[config.mk]
export PLATFORM = sky130hd
export DESIGN_NAME = tx_zc_phase_gen_flat
export DESIGN_NICKNAME = d
export VERILOG_FILES = /design/src/rtl/tx_zc_pkg.sv /design/src/rtl/tx_zc_phase_gen_if.sv /design/src/rtl/tx_zc_mod_add.sv /design/src/rtl/tx_zc_phase_gen.sv /design/src/flat_wrapper.sv
export SDC_FILE = /design/constraint.sdc
export NUM_CORES = 1
export LEC_CHECK = 0
export BUFFER_PORTS_ARGS = -buffer_cell sky130_fd_sc_hd__buf_2
export CAP_MARGIN = 40
export CORE_ASPECT_RATIO = 1.2
export CORE_MARGIN = 2
export CORE_UTILIZATION = 56
export CTS_CLUSTER_DIAMETER = 100
export CTS_CLUSTER_SIZE = 25
export DETAILED_ROUTE_END_ITERATION = 8
export GPL_ROUTABILITY_DRIVEN = 0
export GPL_TIMING_DRIVEN = 0
export PLACE_DENSITY_LB_ADDON = 0.2
export SYNTH_ARGS = -nofsm -noshare
export SYNTH_HDL_FRONTEND = slang
export SYNTH_SLANG_ARGS = --single-unit
[constraint.sdc]
create_clock -name sys_clk -period 4.7 [get_ports sys_clk]
set_clock_uncertainty 0.1 [all_clocks]
set_input_delay 0.705 -clock sys_clk [delete_from_list [all_inputs] [get_ports sys_clk]]
set_output_delay 0.705 -clock sys_clk [all_outputs]
set_load 0.01 [all_outputs]
[src/rtl/tx_zc_pkg.sv]
// ============================================================================
// Module   : tx_zc_pkg
// Purpose  : Shared ZC transmit constants, FSM encoding and modulus helper.
// Revision : 1.0 - initial release
// ============================================================================
`default_nettype none

package tx_zc_pkg;

  localparam int unsigned c_ph_width_def  = 16;
  localparam int unsigned c_len_width_def = 13;
  localparam int unsigned c_zc_scale      = 24;

  localparam logic [1:0] c_st_idle = 2'd0;
  localparam logic [1:0] c_st_init = 2'd1;
  localparam logic [1:0] c_st_run  = 2'd2;
  localparam logic [1:0] c_st_done = 2'd3;

  // Phase circle size in units of 2*pi/(24*Nzc).
  function automatic logic [31:0] zc_modulus(input logic [10:0] n_zc);
    return 32'(n_zc) * c_zc_scale;
  endfunction

endpackage

`default_nettype wire

[src/rtl/tx_zc_phase_gen_if.sv]
// ============================================================================
// Module   : tx_zc_phase_gen_if
// Purpose  : Configuration, start/status and phase-stream handshake bundle.
// Revision : 1.0 - initial release
// ============================================================================
`default_nettype none

interface tx_zc_phase_gen_if
  import tx_zc_pkg::*;
#(
  parameter int PH_WIDTH  = c_ph_width_def,
  parameter int LEN_WIDTH = c_len_width_def
);

  logic                 start;
  logic [14:0]          zc_Q;
  logic [15:0]          zc_P;
  logic [10:0]          zc_N_zc;
  logic [LEN_WIDTH-1:0] seq_len;
  logic                 ph_ready;
  logic                 ph_valid;
  logic [PH_WIDTH-1:0]  ph_idx;
  logic                 ph_last;
  logic                 busy;
  logic                 done;

  modport master (
    output start, zc_Q, zc_P, zc_N_zc, seq_len, ph_ready,
    input  ph_valid, ph_idx, ph_last, busy, done
  );

  modport slave (
    input  start, zc_Q, zc_P, zc_N_zc, seq_len, ph_ready,
    output ph_valid, ph_idx, ph_last, busy, done
  );

endinterface

`default_nettype wire

[src/rtl/tx_zc_mod_add.sv]
// ============================================================================
// Module   : tx_zc_mod_add
// Purpose  : Combinational modular adder, operands assumed below the modulus.
// Revision : 1.0 - initial release
// ============================================================================
`default_nettype none

module tx_zc_mod_add #(
  parameter int PH_WIDTH = 16
) (
  input  wire logic [PH_WIDTH-1:0] i_a,
  input  wire logic [PH_WIDTH-1:0] i_b,
  input  wire logic [PH_WIDTH-1:0] i_mod,
  output logic      [PH_WIDTH-1:0] o_sum
);

  logic [PH_WIDTH:0] w_sum;
  logic [PH_WIDTH:0] w_diff;

  assign w_sum  = {1'b0, i_a} + {1'b0, i_b};
  assign w_diff = w_sum - {1'b0, i_mod};
  assign o_sum  = (w_sum >= {1'b0, i_mod}) ? w_diff[PH_WIDTH-1:0] : w_sum[PH_WIDTH-1:0];

endmodule

`default_nettype wire

[src/rtl/tx_zc_phase_gen.sv]
// ============================================================================
// Module   : tx_zc_phase_gen
// Purpose  : Multiplier-free Zadoff-Chu phase index generator with handshake.
// Revision : 1.0 - initial release
// ============================================================================
`default_nettype none

module tx_zc_phase_gen
  import tx_zc_pkg::*;
#(
  parameter int PH_WIDTH  = c_ph_width_def,
  parameter int LEN_WIDTH = c_len_width_def
) (
  input  wire logic          sys_clk,
  input  wire logic          rst_n,
  tx_zc_phase_gen_if.slave   bus
);

  logic [1:0]           r_state;
  logic [1:0]           w_state_nxt;
  logic [PH_WIDTH-1:0]  r_mod;
  logic [PH_WIDTH-1:0]  r_inc0;
  logic [PH_WIDTH-1:0]  r_inc;
  logic [PH_WIDTH-1:0]  r_ph;
  logic [10:0]          r_m;
  logic [LEN_WIDTH-1:0] r_cnt;

  logic [PH_WIDTH-1:0]  w_mod_calc;
  logic [PH_WIDTH-1:0]  w_q;
  logic [PH_WIDTH-1:0]  w_p;
  logic [PH_WIDTH-1:0]  w_inc0;
  logic [PH_WIDTH-1:0]  w_ph_next;
  logic [PH_WIDTH-1:0]  w_inc_next;
  logic                 w_run;
  logic                 w_last;
  logic                 w_xfer;
  logic                 w_wrap;

  assign w_mod_calc = PH_WIDTH'(zc_modulus(bus.zc_N_zc));
  assign w_q        = PH_WIDTH'(bus.zc_Q);
  assign w_p        = PH_WIDTH'(bus.zc_P);

  assign w_run  = (r_state == c_st_run);
  assign w_last = w_run && (r_cnt == bus.seq_len - LEN_WIDTH'(1));
  assign w_xfer = w_run && bus.ph_ready;
  assign w_wrap = (r_m == bus.zc_N_zc - 11'd1);

  tx_zc_mod_add #(.PH_WIDTH(PH_WIDTH)) u_add_inc0 (
    .i_a   (w_q),
    .i_b   (w_p),
    .i_mod (w_mod_calc),
    .o_sum (w_inc0)
  );

  tx_zc_mod_add #(.PH_WIDTH(PH_WIDTH)) u_add_ph (
    .i_a   (r_ph),
    .i_b   (r_inc),
    .i_mod (r_mod),
    .o_sum (w_ph_next)
  );

  tx_zc_mod_add #(.PH_WIDTH(PH_WIDTH)) u_add_inc (
    .i_a   (r_inc),
    .i_b   (w_q),
    .i_mod (r_mod),
    .o_sum (w_inc_next)
  );

  always_comb begin
    w_state_nxt = r_state;
    case (r_state)
      c_st_idle: if (bus.start) w_state_nxt = c_st_init;
      c_st_init: w_state_nxt = c_st_run;
      c_st_run:  if (w_xfer && w_last) w_state_nxt = c_st_done;
      default:   w_state_nxt = c_st_idle;
    endcase
  end

  always_ff @(posedge sys_clk or negedge rst_n) begin
    if (!rst_n) begin
      r_state <= c_st_idle;
    end else begin
      r_state <= w_state_nxt;
    end
  end

  // Phase/increment recurrence; the period wrap reloads the m=0 state so
  // the cyclic extension continues without a bubble.
  always_ff @(posedge sys_clk or negedge rst_n) begin
    if (!rst_n) begin
      r_mod  <= '0;
      r_inc0 <= '0;
      r_inc  <= '0;
      r_ph   <= '0;
      r_m    <= '0;
      r_cnt  <= '0;
    end else if (r_state == c_st_init) begin
      r_mod  <= w_mod_calc;
      r_inc0 <= w_inc0;
      r_inc  <= w_inc0;
      r_ph   <= '0;
      r_m    <= '0;
      r_cnt  <= '0;
    end else if (w_xfer) begin
      r_cnt <= r_cnt + LEN_WIDTH'(1);
      if (w_wrap) begin
        r_ph  <= '0;
        r_inc <= r_inc0;
        r_m   <= '0;
      end else begin
        r_ph  <= w_ph_next;
        r_inc <= w_inc_next;
        r_m   <= r_m + 11'd1;
      end
    end
  end

  assign bus.ph_valid = w_run;
  assign bus.ph_idx   = r_ph;
  assign bus.ph_last  = w_last;
  assign bus.busy     = (r_state != c_st_idle);
  assign bus.done     = (r_state == c_st_done);

endmodule

`default_nettype wire

[src/flat_wrapper.sv]
// flat-port wrapper written by rule: the top's interface ports become plain ports
module tx_zc_phase_gen_flat import tx_zc_pkg::*;
#(
  parameter int PH_WIDTH  = c_ph_width_def,
  parameter int LEN_WIDTH = c_len_width_def
)
  (sys_clk, rst_n, bus_start, bus_zc_Q, bus_zc_P, bus_zc_N_zc, bus_seq_len, bus_ph_ready, bus_ph_valid, bus_ph_idx, bus_ph_last, bus_busy, bus_done);
  tx_zc_phase_gen_if #(.PH_WIDTH(PH_WIDTH), .LEN_WIDTH(LEN_WIDTH)) bus_i ();
  input  wire logic sys_clk;
  input  wire logic rst_n;
  input wire logic [$bits(bus_i.start)-1:0] bus_start;
  input wire logic [$bits(bus_i.zc_Q)-1:0] bus_zc_Q;
  input wire logic [$bits(bus_i.zc_P)-1:0] bus_zc_P;
  input wire logic [$bits(bus_i.zc_N_zc)-1:0] bus_zc_N_zc;
  input wire logic [$bits(bus_i.seq_len)-1:0] bus_seq_len;
  input wire logic [$bits(bus_i.ph_ready)-1:0] bus_ph_ready;
  output wire logic [$bits(bus_i.ph_valid)-1:0] bus_ph_valid;
  output wire logic [$bits(bus_i.ph_idx)-1:0] bus_ph_idx;
  output wire logic [$bits(bus_i.ph_last)-1:0] bus_ph_last;
  output wire logic [$bits(bus_i.busy)-1:0] bus_busy;
  output wire logic [$bits(bus_i.done)-1:0] bus_done;
  assign bus_i.start = bus_start;
  assign bus_i.zc_Q = bus_zc_Q;
  assign bus_i.zc_P = bus_zc_P;
  assign bus_i.zc_N_zc = bus_zc_N_zc;
  assign bus_i.seq_len = bus_seq_len;
  assign bus_i.ph_ready = bus_ph_ready;
  assign bus_ph_valid = bus_i.ph_valid;
  assign bus_ph_idx = bus_i.ph_idx;
  assign bus_ph_last = bus_i.ph_last;
  assign bus_busy = bus_i.busy;
  assign bus_done = bus_i.done;
  tx_zc_phase_gen #(.PH_WIDTH(PH_WIDTH), .LEN_WIDTH(LEN_WIDTH)) u_core (.sys_clk(sys_clk), .rst_n(rst_n), .bus(bus_i));
endmodule
-- After elaboration in Yosys (flattened, before gate mapping)
Index checks and enable logic that the tools add are counted.
- add/subtract/negate cells: 10
- $mul: 1
- $lt $le $gt $ge: 3
- equal/unequal tests: 7
- multiplexer cells: 17
- reduce and logical (&&, ||, !) cells: 7
- operators with widths (cell ; number):
    2-to-1 mux 16 bit ; 9
    >= comparator 17 x 16 -> 1 bit ; 3
    subtractor 16 bit ; 3
    2-to-1 mux 11 bit ; 3
    2-to-1 mux 13 bit ; 2
    adder 15 x 16 -> 17 bit ; 1
    adder 16 x 15 -> 17 bit ; 1
    adder 16 x 16 -> 17 bit ; 1
    adder 13 x 1 -> 13 bit (second input constant) ; 1
    == test 13 bit ; 1
    multiplier 11 x 2 -> 13 bit (second input constant) ; 1
    subtractor 13 x 1 -> 13 bit (second input constant) ; 1
    adder 11 x 1 -> 11 bit (second input constant) ; 1
    == test 11 bit ; 1
    subtractor 11 x 1 -> 11 bit (second input constant) ; 1
    one-hot mux 2 bit (3 select lines) ; 1
    == test 2 bit (second input constant) ; 2
    2-to-1 mux 2 bit ; 2
    inequality test 2 bit (second input constant) ; 2
    nonzero test 2 bit ; 2
    logical AND 1 bit ; 3
    == test 2 x 1 -> 1 bit (second input constant) ; 1
    logical NOT 2 bit ; 1
    AND reduction 2 bit ; 1
- bits in registers: 87
- input bits: 59
- output and inout bits: 20
- logic and storage cells: 52

-- Longest topological paths before layout
Gate-level depths: netlist of run 1.
- depth after elaboration: 6
- depth in mapped cells: 19
- gate-level depth less buffers: 18

-- By module
A second synthesis of run 1 with hierarchy kept.
- cells, all modules: 1319
- area, all modules: 11034.3 µm²
- modules (own cells, without submodules) (module ; instances ; cells an instance ; area an instance (µm²) ; sequential area each (µm²)):
    tx_zc_phase_gen ; 1 ; 585 ; 5561.6 ; 2177.1
    tx_zc_mod_add (u_core.u_add_inc0 ...) ; 2 ; 232 ; 1741.7 ; 0.0
    tx_zc_mod_add (u_core.u_add_inc) ; 1 ; 270 ; 1989.4 ; 0.0

-- Least setup slack after synthesis of run 1
OpenSTA, ideal clock, no wires.
- kind: input port to flip-flop
- start point: input port bus_zc_Q[0]
- end point: register u_core.r_inc[9]
- setup time: 0.137 ns
- arrival: 4.423 ns
- required time: 4.463 ns
- setup slack: 0.040 ns
- stages: 17
- cells stage by stage: ha_1 fa_1 a211oi_1 o21ai_0 a21oi_1 o21ai_0 xor2_1 ha_1 a21o_1 a2111o_1 o22ai_1 a2bb2oi_1 nand3_1 buf_2 mux2_1 o22ai_1 a21oi_1
- cells in the longest elaborated chain, start to end: 6
- elaborated cells between the ends (all ways): 11
- classes of those cells: add/sub: 4; order compare: 2; mux: 5
- ends and longest elaborated chain (what ; line ; source):
    start, declared ; flat_wrapper.sv:12 ; input wire logic [$bits(bus_i.zc_Q)-1:0] bus_zc_Q;
    adder 16 x 15 -> 17 bit ; tx_zc_mod_add.sv:20 ; assign w_sum = {1'b0, i_a} + {1'b0, i_b};
    subtractor 16 bit / >= comparator 17 x 16 -> 1 bit (equally long branches) ; tx_zc_mod_add.sv:21, tx_zc_mod_add.sv:22 ;
    2-to-1 mux 16 bit ; tx_zc_mod_add.sv:22 ; assign o_sum = (w_sum >= {1'b0, i_mod}) ? w_diff[PH_WIDTH-1:0] : w_sum[PH_WIDTH-1:0];
    2-to-1 mux 16 bit ; tx_zc_phase_gen.sv:106 ; if (w_wrap) begin
    2-to-1 mux 16 bit ; tx_zc_phase_gen.sv:104 ; end else if (w_xfer) begin
    2-to-1 mux 16 bit (*) ; tx_zc_phase_gen.sv:97 ; end else if (r_state == c_st_init) begin
    end signal, assigned ; tx_zc_phase_gen.sv:100 ; r_inc <= w_inc0;
    end signal, assigned ; tx_zc_phase_gen.sv:108 ; r_inc <= r_inc0;
    end signal, assigned ; tx_zc_phase_gen.sv:112 ; r_inc <= w_inc_next;
    end, declared ; tx_zc_phase_gen.sv:23 ; logic [PH_WIDTH-1:0] r_inc;
Every way passes the cells marked *; elsewhere a longest branch is shown, timed or not. The select of a mux whose other input is x is not followed.
A chain may end at the register's enable or synchronous reset.

-- Final worst setup path of run 1
- start point: register u_core.r_inc[1]
- end point: register u_core.r_inc[9]
- cells in the longest elaborated chain, start to end: 6
- elaborated cells between the ends (all ways): 7
- classes of those cells: add/sub: 2; order compare: 1; mux: 4
- ends and longest elaborated chain (what ; line):
    adder 16 x 15 -> 17 bit (*) ; tx_zc_mod_add.sv:20
    subtractor 16 bit / >= comparator 17 x 16 -> 1 bit (equally long branches) ; tx_zc_mod_add.sv:21, tx_zc_mod_add.sv:22
    2-to-1 mux 16 bit (*) ; tx_zc_mod_add.sv:22
    2-to-1 mux 16 bit (*) ; tx_zc_phase_gen.sv:106
    2-to-1 mux 16 bit (*) ; tx_zc_phase_gen.sv:104
    2-to-1 mux 16 bit (*) ; tx_zc_phase_gen.sv:97
Marked as above.

==> results of run 1 <==
cell usage after synthesis, types with 9 or more instances:
library cell | instances | share of area [%]
a211oi_1 | 12 | 0.95
a21o_1 | 27 | 2.1
a21oi_1 | 102 | 5.4
a22o_1 | 9 | 0.83
and2_1 | 10 | 0.66
and3_1 | 17 | 1.1
clkbuf_1 | 21 | 0.83
dfrtp_1 | 87 | 23
ha_1 | 117 | 15
inv_1 | 71 | 2.8
mux2i_1 | 34 | 3.6
nand2_1 | 79 | 3.1
nand2b_1 | 9 | 0.60
nand3_1 | 28 | 1.5
nor2_1 | 81 | 3.2
nor2b_1 | 9 | 0.60
nor3_1 | 30 | 1.6
o211ai_1 | 9 | 0.71
o21a_1 | 21 | 1.7
o21ai_0 | 64 | 3.4
o21ai_1 | 17 | 0.90
o21bai_1 | 12 | 0.95
o31ai_1 | 10 | 0.79
or3_1 | 14 | 0.93
xnor2_1 | 69 | 6.4
xor2_1 | 38 | 3.5
worst paths after layout:
| check | startpoint | to | slack, ns | depth (start not counted) |
|---|---|---|---|---|
| max in group asynchronous | rst_n | u_core.r_inc[5] | 3.64 | 2 |
| min | rst_n | u_core.r_m[6] | 0.20 | 1 |
| min reg2reg | u_core.r_inc0[8] | u_core.r_inc0[8] | 0.38 | 2 |
| max reg2reg | u_core.r_inc[1] | u_core.r_inc[9] | 0.02 | 17 |
| max | u_core.r_inc[1] | u_core.r_inc[9] | 0.02 | 17 |
| min in group sys_clk | u_core.r_inc0[8] | u_core.r_inc0[8] | 0.38 | 2 |
kinds of logic after synthesis:
logic type	after synthesis	synth area share [%]
adder cells (fa/ha/maj)	124	17.0
buffers and inverters	101	4.06
flip-flops	87	23.0
AND/OR/NAND/NOR	318	16.6
AO/OA/AOI/OAI	354	24.6
XOR/XNOR	107	9.91
multiplexers	44	4.79
area by class of cell:
type / instances / share of cell area, %
clock inverters: 4 / 0.708
multi-input cells: 947 / 65.6
well taps: 216 / 2.47
repair buffers: 103 / 5.47
plain buffers: 28 / 1.11
flip-flops and latches: 87 / 19.9
inverters: 72 / 2.47
clock buffers: 12 / 2.25
timing repair:
| action | CTS | global route |
|---|---|---|
| gates resized for setup | 19 | 50 |
| buffers inserted | 6 | 15 |
| pin swaps | 8 | 20 |
| setup endpoints to repair | 32 | 37 |
| gates cloned | 0 | 1 |
registers in the layout (all words and copies together) (netlist names):
name               flops
u_core.r_cnt          13
u_core.r_state         2
u_core.r_m            11
u_core.r_inc          16
u_core.bus.ph_idx     16
u_core.r_inc0         16
u_core.r_mod          13
per-layer routing:
metal,track usage [%],vias to the layer above,share of wire (%)
met5,0,-,0
met3,5.51,97,6.1
met4,17.5,0,6.4
li1,-,4395,-
met2,51.4,311,47
met1,36.3,4326,40
worst max-delay path: stages (launching register included):
cell      delay, ns
dfrtp_2        0.43
buf_4          0.16
ha_1           0.29
a211oi_1       0.34
o211ai_1       0.17
and3_1         0.27
o41ai_4        0.31
o21ai_0        0.25
xor2_1         0.20
ha_1           0.38
nand3_1        0.19
nor4_1         0.37
a21oi_2        0.16
nand3_4        0.15
buf_6          0.17
mux2_1         0.36
o22ai_2        0.17
a21oi_1        0.06
power by group through the flow:
| stage | Sequential (mW) | Combinational (mW) | Clock, mW |
|---|---|---|---|
| floorplan | 1.20 | 5.22 | 0 |
| global placement | 1.30 | 6.60 | 0 |
| finish | 1.31 | 7.77 | 0.802 |
| CTS | 1.29 | 7.04 | 0.800 |
| detailed placement | 1.30 | 6.71 | 0 |
| global route | 1.32 | 8.44 | 0.836 |
==> flow_metrics.env, run 1 <==
export IMPL_fin_crit_sh_pct=99.7
export IMPL_num_vias=9129
export IMPL_cts_root_buf="clkbuf_16"
export IMPL_swShare_pct=50.0
export IMPL_switching_power_mw=4.94
export IMPL_grt_ovfl_total=0
export IMPL_worst_path_max_fanout=10
export IMPL_routed_wl_um=28000
export IMPL_area_growth_pct=15.9
export IMPL_ant_nets=0
export IMPL_core_area_sq_um=16700
export IMPL_synthArstFlopShare_pct=100
export IMPL_grt_max_degree=54
export IMPL_setup_viol_count_final=0
export IMPL_cellPowerDensity_nw_per_um2=901
export IMPL_hold_buffers=0
export IMPL_path_class="reg -> reg"
export IMPL_drive_gt1_share_pct=14.9
export IMPL_clock_sinks=87
export IMPL_clk_pin_slew_ns=0.07
export IMPL_layout_cells_non_filler=1469
export IMPL_critical_path_arrival_ns=4.79
export IMPL_synth_edff_count=0
export IMPL_io_pins=79
export IMPL_clockPowerShare_pct=8.1
export IMPL_finalPower_mw=9.88
export IMPL_wl_per_cell_um=19.0
export IMPL_ys_ff_latch=87
export IMPL_multiInputGateArea_sq_um=7190
export IMPL_rows=52
export IMPL_clock_path_buffers=2
export IMPL_yosys_warnings=0
export IMPL_grtUsageTotal_pct=30.6
export IMPL_timing_fmax_mhz=213
export IMPL_cts_buffers=9
export IMPL_drtIter0Drc=772
export IMPL_antenna_found_initial=0
export IMPL_portBuffers=77
export IMPL_start_kind="flip-flop"
export IMPL_report_final_slew_viol_count=0
export IMPL_layout_common_cells="110 x ha_1, 95 x a21oi_1, 84 x dfrtp_1"
export IMPL_dr_pass1_iters=5
export IMPL_tns_ns=0
export IMPL_tightest_slew_ns=0.920
export IMPL_place_inst=1432
export IMPL_max_vdd_ir_drop_mv=0.472
export IMPL_die_area_sq_um=17900
export IMPL_placed_area_sq_um=10200
export IMPL_hold_viol_final=0
export IMPL_insertion_delay_ns=0.35
export IMPL_ys_flop_type="dfrtp_1"
export IMPL_status="finished, final reports clean"
export IMPL_grt_pass1_wl_um=42700
export IMPL_netlist_area_sq_um=9460
export IMPL_die_y_um=146
export IMPL_die_w_um=123
export IMPL_fill_cells=1420
export IMPL_drc=0
export IMPL_netlist_instances=1135
export IMPL_seq_area_sq_um=2180
export IMPL_syn_nets=1318
export IMPL_power_frac_comb_pct=78.6
export IMPL_viasPerCell=6.21
export IMPL_internal_power_mw=4.94
export IMPL_crit_required_ns=4.81
export IMPL_fin_area_sq_um=11000
export IMPL_cts_tree="done"
export IMPL_start_util_pct=56.6
export IMPL_place_ws_ns=-0.849
export IMPL_final_util_pct=65.5
export IMPL_synth_area_per_cell_sq_um=8.33
export IMPL_cts_max_level=3
export IMPL_power_frac_seq_pct=13.2
export IMPL_final_nets=1431
export IMPL_grt_pass1_vias=8564
export IMPL_crit_path_end_kind="flip-flop"
export IMPL_whs_ns=0.202
export IMPL_synth_seq_area_share_pct=23.0
export IMPL_relSlewSlack_pct=38.3
export IMPL_drv_cap=0
export IMPL_diodes=0
export IMPL_hpwl_um=21800
export IMPL_p_leak_nw=5.05
export IMPL_hold_path_class="in -> async"
export IMPL_fin_ws_ns=0.0159
export IMPL_ys_types=80
export IMPL_layout_commonest_cell="ha_1"
export IMPL_timing_final_crit_period_ns=4.68
Power figures use the tool's default switching activity.
==> inputs of run 2 (changes only) <==
Settings changed: CORE_UTILIZATION 56 to 55, MAX_ROUTING_LAYER from default to met4.
==> flow_metrics.env, run 2 (synthesis results as in run 1) <==
export IMPL_grt_max_degree=51
export IMPL_drv_cap=0
export IMPL_timing_final_crit_period_ns=4.58
export IMPL_rsz0062_at_grt="yes"
export IMPL_r2r_start="u_core.r_inc[2]"
export IMPL_wl_per_cell_um=18.9
export IMPL_clock_path_buffers=2
export IMPL_grt_pass1_vias=8573
export IMPL_clock_sinks=87
export IMPL_final_nets=1422
export IMPL_power_frac_seq_pct=13.6
export IMPL_diodes=0
export IMPL_layout_commonest_cell="ha_1"
export IMPL_antenna_found_initial=0
export IMPL_relSlewSlack_pct=49.3
export IMPL_cts_max_level=3
export IMPL_internal_power_mw=4.73
export IMPL_layout_common_cells="113 x ha_1, 97 x a21oi_1, 86 x dfrtp_1"
export IMPL_portBuffers=77
export IMPL_hold_path_class="in -> async"
export IMPL_critical_path_arrival_ns=4.69
export IMPL_swShare_pct=50.7
export IMPL_timing_fmax_mhz=218
export IMPL_finalPower_mw=9.59
export IMPL_drtIter0Drc=756
export IMPL_start_util_pct=56.1
export IMPL_viasPerCell=6.19
export IMPL_hold_viol_final=0
export IMPL_status="finished, final reports clean"
export IMPL_cts_buffers=9
export IMPL_r2r_slack_ns=0.16
export IMPL_reg2reg_depth=19
export IMPL_place_inst=1432
export IMPL_layout_cells_non_filler=1460
export IMPL_cts_tree="done"
export IMPL_die_y_um=148
export IMPL_rr_endpoint="u_core.bus.ph_idx[8]"
export IMPL_dr_pass1_iters=6
export IMPL_start_kind="input port"
export IMPL_grtUsageTotal_pct=31.0
export IMPL_fin_crit_sh_pct=97.4
export IMPL_worstSetupStartpoint="bus_zc_Q[0]"
export IMPL_tightest_slew_ns=0.757
export IMPL_worst_path_max_fanout=10
export IMPL_hold_buffers=0
export IMPL_place_ws_ns=-0.981
export IMPL_crit_required_ns=4.81
export IMPL_grt_ovfl_total=0
export IMPL_die_w_um=124
export IMPL_io_pins=79
export IMPL_die_area_sq_um=18300
export IMPL_routed_wl_um=27500
export IMPL_grt_pass1_wl_um=42600
export IMPL_final_util_pct=64.1
export IMPL_report_final_slew_viol_count=0
export IMPL_drc=0
export IMPL_p_leak_nw=5.00
export IMPL_num_vias=9043
export IMPL_drive_gt1_share_pct=13.5
export IMPL_area_growth_pct=14.3
export IMPL_cts_root_buf="clkbuf_16"
export IMPL_setup_viol_count_final=0
export IMPL_hpwl_um=21900
export IMPL_switching_power_mw=4.86
export IMPL_cellPowerDensity_nw_per_um2=887
export IMPL_core_area_sq_um=16900
export IMPL_ant_nets=0
export IMPL_fin_ws_ns=0.122
export IMPL_clk_pin_slew_ns=0.07
export IMPL_insertion_delay_ns=0.36
export IMPL_path_class="in -> reg"
export IMPL_clockPowerShare_pct=8.1
export IMPL_whs_ns=0.211
export IMPL_crit_path_end_kind="flip-flop"
export IMPL_max_vdd_ir_drop_mv=0.409
export IMPL_rows=52
export IMPL_power_frac_comb_pct=78.4
==> run 2: cell count changes in the layout (fill, tap and decap cells not counted), moves of 3 or more <==
cell,before,now
ha_1,110,113
buf_4,22,14
a211oi_2,4,8
a211oi_1,7,4
==> run 2: area by class of cell <==
type                       count  area [sq um]
buffer                        29           129
clock buffer                  10           239
clock inverter                 6          77.6
fill                        1476          6040
inverter                      72           270
multi-input combinational    947          7120
sequential                    87          2180
tap                          216           270
timing repair buffer          93           519
==> run 2: critical path, stage by stage <==
cell       delay (ns)
buf_2            0.13
ha_1             0.24
fa_2             0.39
a211oi_2         0.23
o21ai_1          0.14
a21oi_2          0.21
o21ai_0          0.12
xor2_1           0.27
ha_1             0.31
a21o_1           0.19
a2111o_1         0.45
o22ai_4          0.19
a2bb2oi_4        0.21
nand3_4          0.13
buf_6            0.19
mux2_1           0.33
o22ai_1          0.18
a21oi_1          0.06
==> run 2: routing by layer <==
metal	vias to the layer above	track usage, %	share of wire, %
met5	-	-	0
met4	0	14.4	5.3
met3	88	4.32	5.4
met2	286	51.5	48
met1	4308	36.8	41
li1	4361	-	-
==> run 2: how the worst max path moves through the flow <==
stage,to
floorplan,u_core.r_inc[9]
global placement,u_core.r_inc[9]
detailed placement,u_core.r_inc[8]
CTS,u_core.r_inc[9]
global route,u_core.r_inc0[4]
finish,u_core.r_inc[9]
==> run 2: timing repair <==
action                     4_1_cts  5_1_grt
gates resized for setup         21       31
buffers inserted                 6        6
pin swaps                        7       12
setup endpoints to repair       32       37
==> run 2: stage by stage <==
stage | TNS (ns) | cell area (sq um)
after floorplan | 0 | 9460
after detailed placement | -22.52 | 10200
final | 0 | 10800
after global routing | -0.332 | 10800
after CTS | 0 | 10600
after global placement | -20.75 | 10100
==> run 2: power by group through the flow <==
stage          combinational (mW)  sequential [mW]  clock, mW
2_1_floorplan                5.22             1.20          0
3_3_place_gp                 6.62             1.29          0
3_5_place_dp                 6.74             1.30          0
4_1_cts                      7.07             1.29      0.775
5_1_grt                      8.17             1.32      0.804
6_report                     7.51             1.30      0.774
